File: src/rtl/mod_counter_pkg.sv
// Shared constants for the modulo counters: FSM encodings, wrap-counter
// width and its saturating increment.
package mod_counter_pkg;

  localparam logic [1:0] ST_IDLE = 2'b00;
  localparam logic [1:0] ST_RUN  = 2'b01;

  localparam int              WRAP_W   = 8;
  localparam logic [WRAP_W-1:0] WRAP_SAT = 8'hFF;

  function automatic logic [WRAP_W-1:0] wrap_sat_inc(input logic [WRAP_W-1:0] v);
    return (v == WRAP_SAT) ? v : v + 8'd1;
  endfunction

endpackage

File: src/rtl/dff_rst.sv
// One-bit D flip-flop with synchronous active-high reset; building block
// for the count register so both counters share a structural style.
module dff_rst (
  input  logic clk_i,
  input  logic rst_i,
  input  logic d_i,
  output logic q_o
);

  always_ff @(posedge clk_i) begin
    if (rst_i) q_o <= 1'b0;
    else       q_o <= d_i;
  end

endmodule

File: src/rtl/mod_down_counter.sv
// Modulo-N down counter with start/stop FSM, clamped parallel load,
// terminal-count pulse and saturating wrap count.
// Define MOD_DOWN_ONESHOT_EN to stop at zero and return to IDLE instead of wrapping.
//
// state | meaning
// IDLE  | count held, waiting for start
// RUN   | counting down while en is high
module mod_down_counter
  import mod_counter_pkg::*;
#(
  parameter int WIDTH   = 4,
  parameter int MODULUS = 6
) (
  input  logic              clk,
  input  logic              rst,
  input  logic              start,
  input  logic              stop,
  input  logic              en,
  input  logic              load,
  input  logic [WIDTH-1:0]  load_val,
  output logic [WIDTH-1:0]  out,
  output logic              running,
  output logic              tc,
  output logic [WRAP_W-1:0] wraps
);

  localparam logic [WIDTH-1:0] MAX_CNT = WIDTH'(MODULUS - 1);
  // One extra bit so MODULUS == 2**WIDTH still compares correctly.
  localparam logic [WIDTH:0]   MOD_EXT = (WIDTH + 1)'(MODULUS);

  logic [1:0]        state_q, state_d;
  logic [WIDTH-1:0]  out_q, out_d;
  logic              running_q;
  logic              tc_q, tc_d;
  logic [WRAP_W-1:0] wraps_q, wraps_d;
  logic [WIDTH-1:0]  load_clamped;

  assign load_clamped = ({1'b0, load_val} < MOD_EXT) ? load_val : MAX_CNT;

  always_comb begin
    state_d = state_q;
    out_d   = out_q;
    tc_d    = 1'b0;
    wraps_d = wraps_q;
    if (load) begin
      out_d = load_clamped;
      if (stop) state_d = ST_IDLE;
    end else if (stop) begin
      state_d = ST_IDLE;
    end else if (start && (state_q == ST_IDLE)) begin
      state_d = ST_RUN;
      out_d   = MAX_CNT;
    end else if ((state_q == ST_RUN) && en) begin
      if (out_q != '0) begin
        out_d = out_q - 1'b1;
      end else begin
        tc_d    = 1'b1;
        wraps_d = wrap_sat_inc(wraps_q);
`ifdef MOD_DOWN_ONESHOT_EN
        out_d   = '0;
        state_d = ST_IDLE;
`else
        out_d   = MAX_CNT;
`endif
      end
    end
  end

  for (genvar i = 0; i < WIDTH; i++) begin : g_cnt_bit
    dff_rst u_bit (
      .clk_i (clk),
      .rst_i (rst),
      .d_i   (out_d[i]),
      .q_o   (out_q[i])
    );
  end

  always_ff @(posedge clk) begin
    if (rst) begin
      state_q   <= ST_IDLE;
      running_q <= 1'b0;
      tc_q      <= 1'b0;
      wraps_q   <= '0;
    end else begin
      state_q   <= state_d;
      running_q <= (state_d == ST_RUN);
      tc_q      <= tc_d;
      wraps_q   <= wraps_d;
    end
  end

  assign out     = out_q;
  assign running = running_q;
  assign tc      = tc_q;
  assign wraps   = wraps_q;

endmodule
File: config.mk
export PLATFORM = sky130hd
export DESIGN_NAME = mod_down_counter
export DESIGN_NICKNAME = d
export VERILOG_FILES = /design/src/rtl/mod_counter_pkg.sv /design/src/rtl/dff_rst.sv /design/src/rtl/mod_down_counter.sv
export SDC_FILE = /design/constraint.sdc
export NUM_CORES = 1
export LEC_CHECK = 0
export BUFFER_PORTS_ARGS = -buffer_cell sky130_fd_sc_hd__buf_2
export CAP_MARGIN = 20
export CORE_MARGIN = 2
export CORE_UTILIZATION = 53
export DETAILED_ROUTE_END_ITERATION = 7
export PLACE_DENSITY_LB_ADDON = 0.12
export SYNTH_ARGS = -nofsm -noshare
export SYNTH_HDL_FRONTEND = slang
export SYNTH_SLANG_ARGS = --single-unit
File: constraint.sdc
create_clock -name clk -period 4.77 [get_ports clk]
set_input_delay 0.954 -clock clk [delete_from_list [all_inputs] [get_ports clk]]
set_output_delay 0.954 -clock clk [all_outputs]
set_load 0.005 [all_outputs]
==> impl_metrics.csv <==
group,metric,value,unit
clocking,cts_hold_buf,0,
timing,tns,0,ns
detailed_routing,drt_iter0_drc,11,
global_route,grt_pass1_vias,737,
synth,yosys_most_used_dff,"dfxtp_1",
worst_setup_path,crit_chain,"buf_2 > nor4b_4 > nand4_2 > or4_1 > a21oi_1",
global_route,grt_usage,0.210,
die,core,1510,sq um
synth,postSynth.asyncResetShare,0,
detailed_routing,wl_per_cell,13.6,microns
synth,yosys.area_share.simple,0.286,
worst_setup_path,timing.rr.end,"wraps[3]$_SDFFE_PP0P_",
clocking,post_cts_buffers,0,
synth,synth_fp_nets,108,
timing,max_freq,435,MHz
clocking,cts_buffers,3,
timing,fin_skew,0.00149,ns
worst_setup_path,worstPathArrival,2.52,ns
timing,hold_viol_final,0,
worst_setup_path,worstPathMaxFanout,17,
final_layout,diodes,0,
worst_setup_path,rrSetupSlack,2.61,ns
hold_path,holdCritPathClass,"flip-flop to flip-flop",
detailed_routing,drc_errors,0,
placed_design,gp_congestion,0.768,
power,vdd_drop_max,162,uV
timing,report.final.setup_viol,0,
timing,period_share,0.482,
synth,yosys_warnings,0,
clocking,clkSinkCount,16,
global_route,grt_first_pass_wirelength,3010,microns
clocking,cts_resized,0,
final_layout,drive_above_1_share,0.276,
detailed_routing,antenna_left,0,
synth,synth_top_family_by_area,"simple AND/OR/NAND/NOR gates",
synth,synth_edf_count,0,
die,io_pins,24,
placed_design,hpwl,1340,microns
hold_path,min-delay-start,"state_q[1]$_SDFF_PP0_",
synth,synthMuxAreaShare,0.0132,
timing,drv_slew,0,
worst_setup_path,r2r_cells,6,
global_route,grt_overflow,0,
die,die_h,44.1,microns
worst_setup_path,slowest_stage,"or4_1",
global_route,antenna_found_initial,0,
timing,slew_headroom,0.649,
timing,rsz0062_at_grt,"no",
synth,synth.distinct_cells,35,
power,p_leak,0.383,nW
placed_design,io_buffers,23,
detailed_routing,avgViaCountPerCell,6.02,
power,power.total,0.000263,W
flow_run,maxCapViolations,0,
synth,post_synth_xor_area_fraction,0,
clocking,cts_tree,"built",
synth,ys_seq_area_frac,0.376,
synth,syn_area,852,sq um
synth,syn_inst,96,
die,start_util,0.566,
final_layout,fill_cells,136,
clocking,clk_pin_slew,0.10,ns
status,status,"finished, final reports clean",
hold_path,worstHoldPathCells,1,
worst_setup_path,crit_family,"simple AND/OR/NAND/NOR gates",
synth,ys_seq_elements,16,
final_layout,final_nets,129,
timing,tightest_slew,0.526,ns
die,dieArea,1940,sq um
power,cellPowerDensity,270,nW/um^2
worst_setup_path,worstSetupEndpointType,"flip-flop",
clocking,cts_buffer_depth,2,
final_layout,area_delta_synth_final,14.4,%
clocking,ctsHtreeMaxLevel,1,
detailed_routing,vias,795,
synth,synth_compound_area_frac,0.216,
worst_setup_path,r2r_start,"g_cnt_bit[0].u_bit.q_o$_SDFFE_PP0P_",
worst_setup_path,worst-setup-path-type,"input pin to flip-flop",
timing,period_needed,2.30,ns
global_route,grt_max_degree,18,
synth,synth-adder-area-share,0.0294,
worst_setup_path,path_buf_inv,1,
worst_setup_path,cp-start-kind,"input pin",
detailed_routing,drtPass1Iterations,4,
hold_path,hold_end,"running$_SDFF_PP0_",
die,fp-row-count,14,
worst_setup_path,crit_required,4.99,ns
detailed_routing,wirelength,1800,microns
clocking,cts_root_buffer,"clkbuf_4",
synth,syn_avg_cell_area,8.88,sq um
die,fp.dieW,44.1,microns
clocking,clk_latency,0.29,ns
worst_setup_path,critPathMaxStageDelay,0.61,ns
==> how the worst max path moves through the flow <==
stage / start / end / slack [ns] / depth (start not counted)
global route: load / wraps[3]$_SDFFE_PP0P_ / 2.37 / 5
detailed placement: load / wraps[3]$_SDFFE_PP0P_ / 2.17 / 5
floorplan: load / wraps[5]$_SDFFE_PP0P_ / 2.61 / 5
finish: load / wraps[3]$_SDFFE_PP0P_ / 2.47 / 5
global placement: load / wraps[3]$_SDFFE_PP0P_ / 2.30 / 5
CTS: load / wraps[3]$_SDFFE_PP0P_ / 2.47 / 5
==> cell usage after synthesis, types with 2 or more instances <==
| master | count | area [sq um] |
|---|---|---|
| nor2_1 | 8 | 30.0 |
| inv_1 | 5 | 18.8 |
| or4_1 | 4 | 30.0 |
| o21ai_0 | 2 | 10.0 |
| a21oi_1 | 8 | 40.0 |
| nor3b_1 | 3 | 22.5 |
| o31ai_1 | 5 | 37.5 |
| dfxtp_1 | 16 | 320 |
| nor3_1 | 4 | 20.0 |
| or3_1 | 2 | 12.5 |
| nand3_1 | 4 | 20.0 |
| ha_1 | 2 | 25.0 |
| nand4_1 | 2 | 12.5 |
| nand2b_1 | 2 | 12.5 |
| a211oi_1 | 3 | 22.5 |
| buf_4 | 4 | 30.0 |
| nand2_1 | 3 | 11.3 |
| clkbuf_1 | 2 | 7.51 |
==> through the flow <==
step | hold WS (ns) | cell area [sq um] | setup slack [ns] | std cells | util
floorplan | 0.458 | 852 | 2.61 | 96 | -
global placement | 0.486 | 938 | 2.30 | 128 | 0.623
detailed placement | 0.491 | 938 | 2.17 | 128 | 0.623
CTS | 0.507 | 975 | 2.47 | 132 | 0.647
global route | 0.534 | 975 | 2.37 | 132 | 0.647
finish | 0.500 | 975 | 2.47 | 132 | 0.647
==> power breakdown <==
part	internal (W)	leakage (nW)	total, W	switching, W
logic	0.0000147	0.232	0.0000313	0.0000166
clock network	0.0000465	0.0210	0.0000918	0.0000453
registers	0.000137	0.130	0.000140	0.00000345
==> logic make-up after synthesis <==
kind of cell    Yosys count
flops                    16
simple gates             39
mux                       1
compound gates           26
buf+inv                  12
fa+ha+maj                 2
==> routing by layer <==
| layer | wire length, microns | global-route usage |
|---|---|---|
| met4 | 23 | 0.0909 |
| met2 | 868 | 0.359 |
| met5 | 0 | 0 |
| met3 | 55 | 0.0408 |
| met1 | 848 | 0.254 |
==> cell type report <==
type	count	area [sq um]	share of cell area
multi-input cells	68	464	0.476
flip-flops and latches	16	320	0.329
repair buffers	23	115	0.118
clock buffers	4	36.3	0.0372
well taps	16	20.0	0.0205
inverters	5	18.8	0.0193
==> sequential cells by signal (all words and copies together) (netlist names) <==
signal,count
state_q,2
tc,1
running,1
wraps,8
g_cnt_bit.u_bit.q_o,4
==> cell usage in the layout (no fill, tap or decap), types with 3 or more instances in the layout <==
cell / count
nor3b_1: 3
a21oi_1: 8
nor2_1: 8
a211oi_1: 3
o31ai_1: 5
inv_1: 5
nor3_1: 4
nand2_1: 3
dfxtp_1: 16
buf_2: 23
clkbuf_4: 3
nand3_1: 4
or4_1: 4
Power figures use the tool's default switching activity.
